--- config.mk ---
export PLATFORM = sky130hd
export DESIGN_NAME = bcd_counter_multi
export DESIGN_NICKNAME = d
export VERILOG_FILES = /design/src/rtl/bcd_pkg.sv /design/src/rtl/bcd_digit.sv /design/src/rtl/bcd_counter_multi.sv
export SDC_FILE = /design/constraint.sdc
export NUM_CORES = 1
export LEC_CHECK = 0
export CAP_MARGIN = 15
export CORE_MARGIN = 2
export CORE_UTILIZATION = 42
export DETAILED_ROUTE_END_ITERATION = 10
export GPL_TIMING_DRIVEN = 0
export HOLD_SLACK_MARGIN = 0.1
export PLACE_DENSITY = 0.7
export SLEW_MARGIN = 20
export SYNTH_ARGS = -nofsm -noshare
export SYNTH_HDL_FRONTEND = slang
export SYNTH_HIERARCHICAL = 1
export SYNTH_SLANG_ARGS = --single-unit
--- constraint.sdc ---
create_clock -name clk -period 2.75 [get_ports clk]
set_input_delay 0.4125 -clock clk [delete_from_list [all_inputs] [get_ports clk]]
set_output_delay 0.4125 -clock clk [all_outputs]
set_load 0.05 [all_outputs]
--- src/rtl/bcd_pkg.sv ---
// rtl/bcd_pkg.sv - shared BCD digit constants and helpers
package bcd_pkg;

   localparam int         BCD_W   = 4;
   localparam logic [3:0] BCD_MAX = 4'd9;
   localparam logic [3:0] BCD_MIN = 4'd0;

   // True when the nibble is a legal decimal digit (0..9)
   function automatic logic is_bcd(input logic [BCD_W-1:0] digit);
      return (digit <= BCD_MAX);
   endfunction

endpackage

--- src/rtl/bcd_digit.sv ---
// rtl/bcd_digit.sv - one BCD decade with load, carry/borrow in and carry/borrow out
module bcd_digit
   import bcd_pkg::*;
(
   input  logic             clk,
   input  logic             reset,
   input  logic             load,
   input  logic [BCD_W-1:0] ld_digit,
   input  logic             ci,
   input  logic             up,
   input  logic             hold_en,
   output logic [BCD_W-1:0] q,
   output logic             co
);

   logic [BCD_W-1:0] r_q;

   // Digit register: reset, sanitised load, then step by one when carry/borrow arrives
   always_ff @(posedge clk) begin
      if (reset) begin
         r_q <= BCD_MIN;
      end else if (load) begin
         r_q <= is_bcd(ld_digit) ? ld_digit : BCD_MIN;
      end else if (ci && !hold_en) begin
         if (up) begin
            r_q <= (r_q == BCD_MAX) ? BCD_MIN : r_q + 4'd1;
         end else begin
            r_q <= (r_q == BCD_MIN) ? BCD_MAX : r_q - 4'd1;
         end
      end
   end

   assign q  = r_q;
   assign co = ci & (up ? (r_q == BCD_MAX) : (r_q == BCD_MIN));

endmodule

--- src/rtl/bcd_counter_multi.sv ---
// rtl/bcd_counter_multi.sv - N-decade up/down BCD counter with load, saturate and cascade carry
module bcd_counter_multi
   import bcd_pkg::*;
#(
   parameter int DIGITS   = 4,
   parameter int SATURATE = 0
)
(
   input  logic                    clk,
   input  logic                    reset,
   input  logic                    en,
   input  logic                    up,
   input  logic                    load,
   input  logic [BCD_W*DIGITS-1:0] load_val,
   output logic [BCD_W*DIGITS-1:0] dout,
   output logic                    tc,
   output logic                    wrapped,
   output logic                    load_err
);

   logic [DIGITS:0] w_carry;
   logic            w_hold;
   logic            w_load_bad;
   logic            r_wrapped;
   logic            r_load_err;

   // Carry chain enters at digit 0 with the count enable; its far end is the range-end detect
   assign w_carry[0] = en;
   assign tc         = w_carry[DIGITS];

   // In saturate mode the whole vector freezes when the next step would cross a range end
   assign w_hold = (SATURATE != 0) ? w_carry[DIGITS] : 1'b0;

   generate
      for (genvar k = 0; k < DIGITS; k++) begin : g_digit
         bcd_digit u_digit (
            .clk      (clk),
            .reset    (reset),
            .load     (load),
            .ld_digit (load_val[k*BCD_W +: BCD_W]),
            .ci       (w_carry[k]),
            .up       (up),
            .hold_en  (w_hold),
            .q        (dout[k*BCD_W +: BCD_W]),
            .co       (w_carry[k+1])
         );
      end
   endgenerate

   // Flag any non-decimal nibble in the load word
   always_comb begin
      w_load_bad = 1'b0;
      for (int k = 0; k < DIGITS; k++) begin
         if (!is_bcd(load_val[k*BCD_W +: BCD_W])) begin
            w_load_bad = 1'b1;
         end
      end
   end

   // One-cycle status pulses: wrap after a non-saturating range crossing, error after a bad load
   always_ff @(posedge clk) begin
      if (reset) begin
         r_wrapped  <= 1'b0;
         r_load_err <= 1'b0;
      end else if (load) begin
         r_wrapped  <= 1'b0;
         r_load_err <= w_load_bad;
      end else begin
         r_wrapped  <= w_carry[DIGITS] & (SATURATE == 0);
         r_load_err <= 1'b0;
      end
   end

   assign wrapped  = r_wrapped;
   assign load_err = r_load_err;

endmodule

## Word-level counts from Yosys, hierarchy flattened

Index checks and enable logic that the tools add are counted.

- Bits in registers: 18
- Bits of input ports: 21

- Add/sub/neg operators: 8
- $lt $le $gt $ge: 4
- Equal/unequal tests: 4
- Mux-type cells: 32
- Bitwise logic cells: 5
- Reductions and logical operators: 10

Operator list:

| kind | number |
|---|---|
| 4-bit two-way mux | 24 |
| 4-bit by 1-bit adder with 4-bit output (second input constant) | 4 |
| 4-bit equality test (second input constant) | 4 |
| 4-bit <= comparator (second input constant) | 4 |
| 4-bit zero test | 4 |
| 4-bit by 1-bit subtractor with 4-bit output (second input constant) | 4 |
| 1-bit two-way mux | 8 |
| 2-bit nonzero test | 4 |
| 1-bit AND | 4 |
| 2-bit OR reduction | 2 |
| 1-bit NOT | 1 |

## Longest topological paths before layout

Gate-level depths: netlist of run 1.

- Depth in word-level cells: 7
- Gate-level depth with buffers: 12

## Hierarchy

The synthesis of run 1 kept the hierarchy.

By module, submodules not included:

| module | times used | cells each | area each (µm²) | sequential area each (µm²) |
|---|---|---|---|---|
| bcd_digit | 4 | 45 | 365.4 | 80.1 |
| bcd_counter_multi | 1 | 10 | 101.3 | 40.0 |

## Least setup slack after synthesis of run 1

OpenSTA, ideal clock, no wires.

- Path type: flip-flop to output port
- Start point: register g_digit[0].u_digit.r_q[0]
- End point: output port tc
- Arrival time: 2.451 ns
- Required time: 2.338 ns
- Slack: -0.113 ns
- Cell stages (with the launch flop): 10
- Cells stage by stage: dfxtp_1 > buf_6 > or3_1 > a21oi_1 > nand2_1 > a21oi_1 > nand2_1 > a21oi_1 > nand2_1 > a21oi_1

- Cells in the longest elaborated chain, start to end: 6
- Elaborated cells on any way between the ends: 7
- Those cells by class: 1 x eq/ne; 1 x mux; 4 x bitwise; 1 x reduce/logical

RTL lines:

| item | line | text |
|---|---|---|
| start, declared | bcd_digit.sv:16 | `logic [BCD_W-1:0] r_q;` |
| start signal, assigned | bcd_digit.sv:23 | `r_q <= is_bcd(ld_digit) ? ld_digit : BCD_MIN;` |
| start signal, assigned | bcd_digit.sv:26 | `r_q <= (r_q == BCD_MAX) ? BCD_MIN : r_q + 4'd1;` |
| start signal, assigned | bcd_digit.sv:28 | `r_q <= (r_q == BCD_MIN) ? BCD_MAX : r_q - 4'd1;` |
| 4-bit equality test / 4-bit zero test (equally long branches) | bcd_digit.sv:34 | `assign co = ci & (up ? (r_q == BCD_MAX) : (r_q == BCD_MIN));` |
| 1-bit two-way mux * | bcd_digit.sv:34 |  |
| 1-bit AND * | bcd_digit.sv:34 |  |
| via w_carry[1] | bcd_counter_multi.sv:21 | `logic [DIGITS:0] w_carry;` |
| 1-bit AND * | bcd_digit.sv:34 |  |
| via w_carry[2] | bcd_counter_multi.sv:21 |  |
| 1-bit AND * | bcd_digit.sv:34 |  |
| via w_carry[3] | bcd_counter_multi.sv:21 |  |
| 1-bit AND * | bcd_digit.sv:34 |  |
| end, declared | bcd_counter_multi.sv:16 | `output logic tc,` |

Mark *: on every way through the listed nets, which the timed path passes. The rest lies on a longest branch.

## Final worst setup path of run 1

Same ends and word-level chain as after synthesis.

==> flow_summary.toml, run 1 <==
[critical_path]
cp-start-kind = "flop"
path_cells = "buf_6 -> or3_1 -> a21oi_1 -> nand2_1 -> a21oi_2 -> nand2_1 -> a21oi_1 -> nand2_1 -> a21oi_2 -> buf_6"
crit_slowest_cell = "dfxtp_1"
path_class = "flop to primary output"
crit_arrival_ns = 2.12
cp-end-kind = "primary output"
cp_data_required_time_ns = 2.34
slowest_delay_ns = 0.34
cp_top_family = "compound AO/OA/AOI/OAI gates"
crit_fanout = 10
cp_common_cell = "nand2_1"
path_buf_inv = 2

[yosys]
synth_top_area_share_pct = 23.1
synth_area_leader_cell = "dfxtp_1"
synthMostInstantiatedCell = "dfxtp_1"
yosysWarnings = 6
ys_ff_latch = 18
synth_flop_cell = "dfxtp_1"
synth_cell_types = 31
syn_avg_cell_area_um2 = 8.22
synthArstFlopShare_pct = 0
synth_edf_count = 0
synthesis.area_mm2 = 0.00156
ys_top_cells_by_area = "dfxtp_1 (23%), a2111o_1 (8.6%), xor2_1 (6.7%)"
yosysSeqAreaShare_pct = 23.1
synthCells = 190

[clock_tree]
postCtsHoldBufs = 0
clock-root-buffer = "clkbuf_8"
cts_buffers = 3
clockBufferDepth = 2
clock-sinks = 18
clkLatencyLatePin_ns = 0.25
clk_pin_slew_ns = 0.08
cts_setup_buffers = 0
htree_levels = 1
cts_tree = "yes"

[grt]
grt_usage_pct = 18.9
grt_pass1_vias = 1412
grt_pass1_wl_mm = 6.46
grt_antenna_before_repair = 0
overflow = 0
grt_max_degree = 31

[cells_and_area]
n_antenna_cell = 0
final_nets = 257
drive_gt1_share_pct = 14.0
post-route-util_pct = 57.6
syn2layout_area_growth_pct = 33.0

[drt]
wirelength_mm = 3.87
drt.antenna.violating_nets = 0
wl_per_cell_um = 13.7
dr.first_iter.drc_count = 114
first_pass_iters = 4
vias_per_cell = 5.65
via_count = 1598
drc = 0

[sta]
drv_slew = 0
whs_ns = 0.601
worst_pin_slew_ns = 1.08
finalCritPeriodShare_pct = 92.0
period_needed_ns = 2.53
rsz0062_at_grt = "false"
fmax_ghz = 0.395
skew_ns = 0.00281
hold_viol = 0
setup_viol = 0
slew_headroom_pct = 27.7

[place]
gp_congestion = 0.810
dp_hpwl_mm = 2.70
io_buffers = 38

[die]
num_io_pins = 40
core_area_mm2 = 0.00361
initial_utilization_pct = 43.3
dieHeight_um = 65
fp-row-count = 22
die_w_um = 65
die-area_mm2 = 0.00423

[power]
peakVddDrop_uv = 149
p_leak_nw = 0.720
p_per_area_mw_per_mm2 = 378

[outcome]
status = "completed"

[hold_path]
hold_class = "input port to flop"

[flow_run]
maxCapViolations = 0
[logic make-up after synthesis]
group / after synthesis / share of synthesized area (%)
xor+xnor: 16 / 8.97
other cells: 1 / 0.240
compound gates: 65 / 31.1
buf+inv: 28 / 11.8
simple gates: 62 / 24.7
flops: 18 / 23.1
[state kept, by name, indices dropped and copies added (netlist names)]
signal,count
g_digit.u_digit/q,16
load_err,1
wrapped,1
[cells in the final DEF, fill, tap and decap left out, types with 8 or more instances in the layout]
master            n
clkdlybuf4s50_1  37
dfxtp_1          18
nand3_1          12
inv_1            12
xor2_1           12
a2111o_1         12
a21oi_1          10
buf_6             9
nor2_1            8
nand2_1           8
o21ai_0           8
a32oi_1           8
a31oi_1           8
[final timing paths]
path | to | cells after the start | slack [ns] | startpoint
worst max-delay path | tc | 10 | 0.22 | g_digit[0].u_digit/q[0]$_SDFFE_PP0P_
worst min-delay path | g_digit[0].u_digit/q[2]$_SDFFE_PP0P_ | 4 | 0.60 | up
worst max register to register | g_digit[3].u_digit/q[1]$_SDFFE_PP0P_ | 11 | 0.33 | g_digit[0].u_digit/q[0]$_SDFFE_PP0P_
worst min register to register | g_digit[3].u_digit/q[1]$_SDFFE_PP0P_ | 3 | 0.65 | g_digit[3].u_digit/q[1]$_SDFFE_PP0P_
[per-stage QoR]
step	worst slack, ns	power (mW)	instance area (um2)	setup TNS (ns)	cells
finish	0.220	0.786	2080	0	283
global route	0.000945	0.833	2080	0	283
CTS	0.0464	0.795	2070	0	283
detailed placement	-0.311	0.567	2020	-0.311	279
global placement	-0.334	0.565	2020	-0.334	279
floorplan	0.195	0.471	1580	0	193
[per-layer routing]
metal | part of all wire, % | track usage (%) | vias to the layer above | routed length, um
met5 | 0 | 0 | - | 0
met1 | 47 | 26.4 | 741 | 1800
met3 | 4.1 | 2.08 | 2 | 157
met4 | 0.52 | 5.59 | 0 | 20
met2 | 49 | 30.5 | 37 | 1880
li1 | - | - | 818 | -
[worst register-to-register path: stages (launching register included)]
cell      delay (ns)
dfxtp_1         0.34
buf_6           0.15
or3_1           0.34
a21oi_1         0.19
nand2_1         0.09
a21oi_2         0.15
nand2_1         0.07
a21oi_1         0.15
nand2b_1        0.07
clkbuf_2        0.16
a2111o_1        0.37
a311oi_1        0.26
[power breakdown]
group	switching, mW	total [mW]	leakage [nW]	internal (mW)
logic	0.150	0.268	0.544	0.118
registers	0.0181	0.293	0.148	0.275
clock network	0.0973	0.225	0.0288	0.127
total	0.265	0.786	0.720	0.521
[timing repair]
action,CTS,global route
setup endpoints to repair,1,2
gates resized for setup,5,4
cloned,0,0
pin swaps,0,0
[final cells by class]
cell class / count / area (um2)
Clock buffer: 4 / 55.1
Tap cell: 48 / 60.1
Timing Repair Buffer: 38 / 382
Fill cell: 331 / 1530
Buffer: 16 / 140
Inverter: 12 / 45.0
Multi-Input combinational cell: 147 / 1040
Sequential cell: 18 / 360
Note: power is estimated with default switching activity, not from simulation.
==> run 2, diff against run 1 <==
==> constraint.sdc (replaced) <==
create_clock -name clk -period 2.8 [get_ports clk]
set_input_delay 0.42 -clock clk [delete_from_list [all_inputs] [get_ports clk]]
set_output_delay 0.42 -clock clk [all_outputs]
set_load 0.05 [all_outputs]
==> flow_summary.toml, run 2 (synthesized netlist as in run 1, its figures left out) <==
[critical_path]
crit_path_end = "tc"
crit_fanout = 10
cp-end-kind = "primary output"
worst-r2r-cell-count = 11
crit_arrival_ns = 2.13
path_class = "flop to primary output"
crit_start = "g_digit[0].u_digit/q[0]$_SDFFE_PP0P_"
reg2reg_to = "g_digit[3].u_digit/q[1]$_SDFFE_PP0P_"
cp-start-kind = "flop"
cp_data_required_time_ns = 2.38
r2r_slack_ns = 0.38
timing.rr.start = "g_digit[0].u_digit/q[0]$_SDFFE_PP0P_"

[drt]
wirelength_mm = 3.86
via_count = 1598
wl_per_cell_um = 13.7
drc = 0
vias_per_cell = 5.65
dr.first_iter.drc_count = 114
drt.antenna.violating_nets = 0
first_pass_iters = 4

[sta]
finalCritPeriodShare_pct = 91.2
skew_ns = 0.00306
setup_tns_ns = 0
setup_viol = 0
rsz0062_at_grt = "false"
drv_slew = 0
whs_ns = 0.610
hold_viol = 0
slew_headroom_pct = 27.5
period_needed_ns = 2.55
fmax_ghz = 0.392
worst_pin_slew_ns = 1.08

[cells_and_area]
final_nets = 257
mostFrequentLayoutCell = "clkdlybuf4s50_1"
drive_gt1_share_pct = 14.0
layout_common_cells = "clkdlybuf4s50_1 (37), dfxtp_1 (18)"
n_antenna_cell = 0
syn2layout_area_growth_pct = 32.7
largest_reg_flops = 16

[clock_tree]
clk_pin_slew_ns = 0.08
htree_levels = 1
clkLatencyLatePin_ns = 0.25
clock-root-buffer = "clkbuf_8"
cts_buffers = 3
cts_tree = "yes"
postCtsHoldBufs = 0
clockBufferDepth = 2
cts_setup_buffers = 0
clock-sinks = 18

[place]
dp_hpwl_mm = 2.70
io_buffers = 38
gp_congestion = 0.810

[die]
fp-row-count = 22
dieHeight_um = 65
core_area_mm2 = 0.00361
initial_utilization_pct = 43.3
die_w_um = 65
num_io_pins = 40
die-area_mm2 = 0.00423

[grt]
overflow = 0
grt_pass1_wl_mm = 6.46
grt_pass1_vias = 1412
grt_max_degree = 31
grt_usage_pct = 18.9
grt_antenna_before_repair = 0

[outcome]
status = "completed"

[power]
p_per_area_mw_per_mm2 = 372
p_leak_nw = 0.720
peakVddDrop_uv = 147

[flow_run]
maxCapViolations = 0

[hold_path]
min_path_cells = 4
hold_class = "input port to flop"
run 2: cell types whose count changed in the layout (fill, tap and decap cells not counted):
cell	before	now
buf_4	4	5
buf_6	9	8
run 2: stage by stage:
step | cells | power (mW) | utilization [%] | area, um2 | setup slack, ns
final | 283 | 0.772 | 57.5 | 2070 | 0.246
after global routing | 283 | 0.818 | 57.5 | 2070 | 0.0252
after CTS | 283 | 0.781 | 57.4 | 2070 | 0.0889
after detailed placement | 279 | 0.557 | 56.0 | 2020 | -0.276
after global placement | 279 | 0.555 | 56.0 | 2020 | -0.299
after floorplan | 193 | 0.463 | - | 1580 | 0.237
run 2: report_power, final:
group | switching [mW] | total (mW) | internal (mW) | leakage, nW
Sequential | 0.0178 | 0.288 | 0.270 | 0.148
Combinational | 0.147 | 0.263 | 0.116 | 0.543
Clock | 0.0954 | 0.220 | 0.125 | 0.0288
Total | 0.260 | 0.772 | 0.512 | 0.720
run 2: cell type report:
class / count / area (um2)
buffer: 16 / 140
clock buffer: 4 / 55.1
fill: 330 / 1530
inverter: 12 / 45.0
multi-input combinational: 147 / 1040
sequential: 18 / 360
tap: 48 / 60.1
timing repair buffer: 38 / 378
run 2: worst min path at each step:
stage / start / endpoint
after floorplan: reset / g_digit[0].u_digit/q[2]$_SDFFE_PP0P_
after global placement: g_digit[3].u_digit/q[1]$_SDFFE_PP0P_ / g_digit[3].u_digit/q[1]$_SDFFE_PP0P_
after detailed placement: g_digit[0].u_digit/q[1]$_SDFFE_PP0P_ / g_digit[0].u_digit/q[1]$_SDFFE_PP0P_
after CTS: up / g_digit[1].u_digit/q[2]$_SDFFE_PP0P_
after global routing: up / g_digit[1].u_digit/q[2]$_SDFFE_PP0P_
final: up / g_digit[0].u_digit/q[2]$_SDFFE_PP0P_
run 2: repair_timing:
item                       in CTS  in global routing
resized for setup               5                  3
setup endpoints to repair       1                  1
cloned                          0                  0
run 2: critical path: stages (launching register included):
cell	delay, ns
dfxtp_1	0.34
buf_6	0.14
or3_1	0.34
a21oi_1	0.19
nand2_1	0.09
a21oi_2	0.15
nand2_1	0.07
a21oi_1	0.15
nand2_1	0.08
a21oi_2	0.12
buf_4	0.21
run 2: routing by layer:
metal / GRT usage, % / up-vias / routed length (um)
met2: 30.5 / 37 / 1880
met4: 5.59 / 0 / 20
met3: 2.08 / 2 / 156
met5: 0 / - / 0
met1: 26.4 / 740 / 1810
li1: - / 819 / -
==> RTL edit 1, RTL diff (flow settings as in run 1) <==
Register the inputs `en`, `up`, `load` and `load_val` before use, cleared by the reset. The logic sees them one clock later. Comments in the files are not updated.
--- a/src/rtl/bcd_counter_multi.sv
+++ b/src/rtl/bcd_counter_multi.sv
@@ -18,6 +18,25 @@
    output logic                    load_err
 );
 
+   logic en_q;
+   logic up_q;
+   logic load_q;
+   logic [BCD_W*DIGITS-1:0] load_val_q;
+
+   always_ff @(posedge clk) begin
+      if (reset) begin
+         en_q       <= '0;
+         up_q       <= '0;
+         load_q     <= '0;
+         load_val_q <= '0;
+      end else begin
+         en_q       <= en;
+         up_q       <= up;
+         load_q     <= load;
+         load_val_q <= load_val;
+      end
+   end
+
    logic [DIGITS:0] w_carry;
    logic            w_hold;
    logic            w_load_bad;
@@ -25,7 +44,7 @@
    logic            r_load_err;
 
    // Carry chain enters at digit 0 with the count enable; its far end is the range-end detect
-   assign w_carry[0] = en;
+   assign w_carry[0] = en_q;
    assign tc         = w_carry[DIGITS];
 
    // In saturate mode the whole vector freezes when the next step would cross a range end
@@ -36,10 +55,10 @@
          bcd_digit u_digit (
             .clk      (clk),
             .reset    (reset),
-            .load     (load),
-            .ld_digit (load_val[k*BCD_W +: BCD_W]),
+            .load     (load_q),
+            .ld_digit (load_val_q[k*BCD_W +: BCD_W]),
             .ci       (w_carry[k]),
-            .up       (up),
+            .up       (up_q),
             .hold_en  (w_hold),
             .q        (dout[k*BCD_W +: BCD_W]),
             .co       (w_carry[k+1])
@@ -51,7 +70,7 @@
    always_comb begin
       w_load_bad = 1'b0;
       for (int k = 0; k < DIGITS; k++) begin
-         if (!is_bcd(load_val[k*BCD_W +: BCD_W])) begin
+         if (!is_bcd(load_val_q[k*BCD_W +: BCD_W])) begin
             w_load_bad = 1'b1;
          end
       end
@@ -62,7 +81,7 @@
       if (reset) begin
          r_wrapped  <= 1'b0;
          r_load_err <= 1'b0;
-      end else if (load) begin
+      end else if (load_q) begin
          r_wrapped  <= 1'b0;
          r_load_err <= w_load_bad;
       end else begin
Check against the original RTL: not equivalent (Yosys sat finds a counterexample within 4 cycles, from zero or initial values and one cycle with reset high).
==> RTL edit 1 against run 1 <==
Routed wire length increased by 17%. Synthesized area increased by 32%. Sequential power increased by 110%. Die area increased by 30%. Sequential cell count increased by 19. Synthesized cell count increased by 21%. First-iteration DRC count increased by 21%. Total power increased by 67%. Final area increased by 28%. Worst setup slack got worse by 0.0084 ns. Worst hold slack got worse by 0.077 ns. Sequential share of layout area increased by 10 points. Critical path type unchanged. Largest cell class unchanged. Highest routed layer unchanged.
==> RTL edit 1: results (changes against run 1) <==
| Metric | Value |
|---|---|
| Synth area leaders | dfxtp_1 36%, nor2b_1 7.0%, a2111o_1 6.6% |
| Multi-input logic cell count | 166 (+13%) |
| Worst Hold Launch | load_val_q[12]$_SDFF_PP0_ |
| H-tree levels | 2 (+1) |
| Synthesized area per cell | 8.97 um2 (+9.0%) |
| WL met3 | 202 um (+29%) |
| Post-Synth XOR/XNOR Area | 6.80% (-2.2 points) |
| Final setup skew | 0.00521 ns (+0.00240 ns) |
| Final worst slack | 0.211 ns (-0.00838 ns) |
| Share of cells above drive strength 1 | 13.9% (-0.11 points) |
| Multi-input gate area | 0.00115 mm2 (+11%) |
| Post-DP HPWL | 3110 um (+15%) |
| Actual slew at the worst max-slew pin | 1.01 ns (-0.0736 ns) |
| Total number of vias | 1823 (+14%) |
| Met1 Resource Use GR | 23.8% (-2.6 points) |
| Routed wire length | 4510 um (+17%) |
| Leak | 0.945 nW (+31%) |
| Cell Int Power | 930 uW (+78%) |
| Post-synth top cells | 37 x dfxtp_1, 23 x nor2b_1 |
| IO buf count | 39 (+2.6%) |
| Seq/Total Area, Yosys | 35.9% (+13 points) |
| ClkCell Share | 3.81% (+1.2 points) |
| Wl on met1 | 2170 um (+20%) |
| Min-delay worst type | flop to flop |
| Final Hold Slack | 0.524 ns (-0.0767 ns) |
| Endpoint, Worst Hold | g_digit[3].u_digit/q[0]$_SDFFE_PP0P_ |
| Cell Count, Final, Fillers Out | 347 (+23%) |
| Clk_lat worst skew | 0.28 ns (+0.03 ns) |
| Initial DRC Count | 138 (+21%) |
| Global placement routability congestion | 0.803 (-0.84%) |
| Buffering overhead | 20.4% (-4.7 points) |
| Status | completed |
| Launching point of the worst reg2reg path | up_q$_SDFF_PP0_ |
| Largest net degree at the start of global routing | 31 (unchanged) |
| Met3 Usage GRT | 3.79% (+1.7 points) |
| Placed Cells | 339 (+22%) |
| Clkbuf count | 7 (+3) |
| Vias in the first global route | 1830 (+30%) |
| Worst slack at placement | -0.184 ns (+0.127 ns) |
| Met2 Resource Use GR | 30.1% (-0.48 points) |
| Synth Area in Compound Gates | 23.2% (-7.9 points) |
| Cell family with most CP delay | compound AO/OA/AOI/OAI gates |
| TritonCTS buffer count | 5 (+2) |
| GRT Total Usage | 18.4% (-0.49 points) |
| CP Max Fanout | 9 (-1) |
| Plain + repair buffers | 57 (+5.6%) |
| Final net count | 300 (+17%) |
| First-pass GRT wire length | 7960 um (+23%) |
| WL met2 | 2100 um (+11%) |
| Clock Sinks | 37 (+19) |
| Fillers | 452 (+37%) |
| Register Area | 741 um2 (+110%) |
| Hold Crit Depth | 2 (-2) |
| Peak VDD IR | 0.299 mV (+100%) |
-- RTL edit 1: power groups by stage --
stage / sequential (mW) / clock (mW) / combinational, mW
finish: 0.602 / 0.417 / 0.290
global route: 0.609 / 0.457 / 0.317
CTS: 0.602 / 0.429 / 0.287
detailed placement: 0.615 / 0 / 0.286
global placement: 0.614 / 0 / 0.284
floorplan: 0.658 / 0 / 0.149
-- RTL edit 1: cells by family (layout without fill, tap and decap cells) --
kind of cell / Yosys count / in the layout
simple gates: 81 / 81
xor+xnor: 16 / 16
flops: 37 / 37
other cells: 1 / 4
compound gates: 65 / 65
buf+inv: 30 / 77
-- RTL edit 1: timing repair --
action	4_1_cts	5_1_grt
hold buffers	0	0
endpoints found under the hold margin	0	0
setup endpoints to repair	1	2
gates resized for setup	5	5
buffers inserted	0	0
-- RTL edit 1: stage by stage --
stage	utilization, %	instance area, um2
final	56.3	2660
after global routing	56.3	2660
after CTS	56.1	2650
after detailed placement	54.0	2550
after global placement	54.0	2550
after floorplan	-	2080
==> RTL edit 2, RTL diff (settings of run 1) <==
Without the edit above. The parameter `DIGITS` goes from 4 to 3.
--- a/src/rtl/bcd_counter_multi.sv
+++ b/src/rtl/bcd_counter_multi.sv
@@ -2,7 +2,7 @@
 module bcd_counter_multi
    import bcd_pkg::*;
 #(
-   parameter int DIGITS   = 4,
+   parameter int DIGITS   = 3,
    parameter int SATURATE = 0
 )
 (
Ports: changed (resized dout and load_val); port bits go from 40 to 32. The function was not compared with the original's and may differ.
==> RTL edit 2 against run 1 <==
Sequential share of layout area up 0.71 points. Total power down 25%. Sequential cell count down 4. Largest cell class unchanged. Count of clock-buffer cells in the layout unchanged. Die area down 23%. Worst setup slack better by 0.028 ns. Global-route usage up 1.8 points. Final area down 25%. First-iteration DRC count down 66%. Synthesized area down 25%. Utilization down 0.34 points. Routed wire length down 22%.
==> RTL edit 2: results (changes against run 1) <==
| Metric | Value |
|---|---|
| Root Buffer | clkbuf_4 |
| IO buf count | 30 (-21%) |
| Fillers | 279 (-16%) |
| Peak VDD IR | 0.206 mV (+38%) |
| Routed length per instance | 14.2 um (+4.3%) |
| Met3 Usage GRT | 2.76% (+0.68 points) |
| Multi-input logic cell count | 110 (-25%) |
| Die ar. | 0.00324 mm2 (-23%) |
| Status | completed |
| Initial DRC Count | 39 (-66%) |
| Final Hold Slack | 0.589 ns (-0.0120 ns) |
| Largest net degree at the start of global routing | 24 (-23%) |
| Reg2Reg Depth | 9 (-2) |
| Met1 Resource Use GR | 26.8% (+0.38 points) |
| CP Max Fanout | 10 (unchanged) |
| Vias in the first global route | 1232 (-13%) |
| Post-DP HPWL | 2200 um (-18%) |
| TritonCTS buffer count | 3 (unchanged) |
| Global placement routability congestion | 0.846 (+4.5%) |
| Fraction of area in multi-input gates | 48.9% (-0.94 points) |
| Synth area leaders | dfxtp_1 24%, a2111o_1 8.6%, xor2_1 6.7% |
| Plain + repair buffers | 42 (-22%) |
| Endpoint, Worst Hold | g_digit[1].u_digit/q[2]$_SDFFE_PP0P_ |
| Sequential share of cell area | 18.0% (+0.71 points) |
| ClkCell Share | 2.34% (-0.31 points) |
| Final sequential cell count | 14 (-4) |
| Synthesized netlist cell count | 144 (-24%) |
| Buffering overhead | 25.8% (+0.68 points) |
| Wl on met1 | 1450 um (-20%) |
| Seq/Total Area, Yosys | 23.9% (+0.80 points) |
| Area after DPL | 0.00152 mm2 (-25%) |
| Share of cells above drive strength 1 | 12.8% (-1.3 points) |
| Largest register FFs | 12 (-4) |
| Worst slack at placement | -0.120 ns (+0.191 ns) |
| Met2 Resource Use GR | 35.6% (+5.1 points) |
| Hold Crit Depth | 4 (unchanged) |
| GRT Total Usage | 20.7% (+1.8 points) |
| Count of non-CTS inverters in the layout | 10 (-2) |
| Reg2Reg Capture Point | g_digit[2].u_digit/q[1]$_SDFFE_PP0P_ |
| Unique masters post-synth | 29 (-6.5%) |
| Final instance area | 0.00155 mm2 (-25%) |
| Clk_lat worst skew | 0.27 ns (+0.02 ns) |
| Routed wire length | 3010 um (-22%) |
| CP arrival | 2.09 ns (-0.03 ns) |
| Vias/cell | 5.72 (+1.2%) |
| Placed Cells | 207 (-26%) |
| Final setup skew | 0.00418 ns (+0.00137 ns) |
| WL met3 | 111 um (-29%) |
| WL met2 | 1410 um (-25%) |
| Worst rel slew slack | 47.1% (+19 points) |
| First-pass GRT wire length | 5400 um (-16%) |
[RTL edit 2: cell types whose count changed after synthesis, sizes merged, moves of 3 or more]
cell and delta:
nand3 -3, buf -3, o21ai -3, dfxtp -4
a21oi -3, xor2 -3, a2111o -3
[RTL edit 2: worst max path at each step]
stage          endpoint                            startpoint  slack, ns  cells after the start
6_report             tc  g_digit[0].u_digit/q[0]$_SDFFE_PP0P_       0.25                      8
4_1_cts              tc  g_digit[0].u_digit/q[0]$_SDFFE_PP0P_      0.002                      8
3_3_place_gp         tc                                    en      -0.09                      8
5_1_grt              tc  g_digit[0].u_digit/q[0]$_SDFFE_PP0P_       0.11                      8
3_5_place_dp         tc                                    en      -0.12                      8
2_1_floorplan        tc  g_digit[0].u_digit/q[0]$_SDFFE_PP0P_       0.09                      7
[RTL edit 2: repair_timing]
action                     CTS  global route
gates cloned                 0             0
resized for setup            2             1
setup endpoints to repair    1             1
pin swaps                    0             0
[RTL edit 2: report_power, final]
| part | total (mW) | switching (mW) | internal [mW] | leakage (nW) |
|---|---|---|---|---|
| Clock | 0.149 | 0.0685 | 0.0804 | 0.0210 |
| Combinational | 0.208 | 0.117 | 0.0909 | 0.414 |
| Sequential | 0.229 | 0.0143 | 0.214 | 0.115 |
| Total | 0.586 | 0.200 | 0.385 | 0.550 |
[RTL edit 2: worst max-delay path, stage by stage (launching register included)]
cell	delay, ns
dfxtp_1	0.34
buf_6	0.14
or3_1	0.34
a21oi_1	0.20
nand2_1	0.08
a21oi_1	0.17
nand2_1	0.07
a21oi_1	0.16
clkbuf_2	0.31
[RTL edit 2: cells by family (layout without fill, tap and decap cells)]
group,after synthesis,in the layout,synth area share [%]
flops,14,14,23.9
other cells,1,3,0.319
compound gates,49,49,30.8
buf+inv,22,56,12.1
xor+xnor,12,12,8.95
simple gates,46,46,24.0
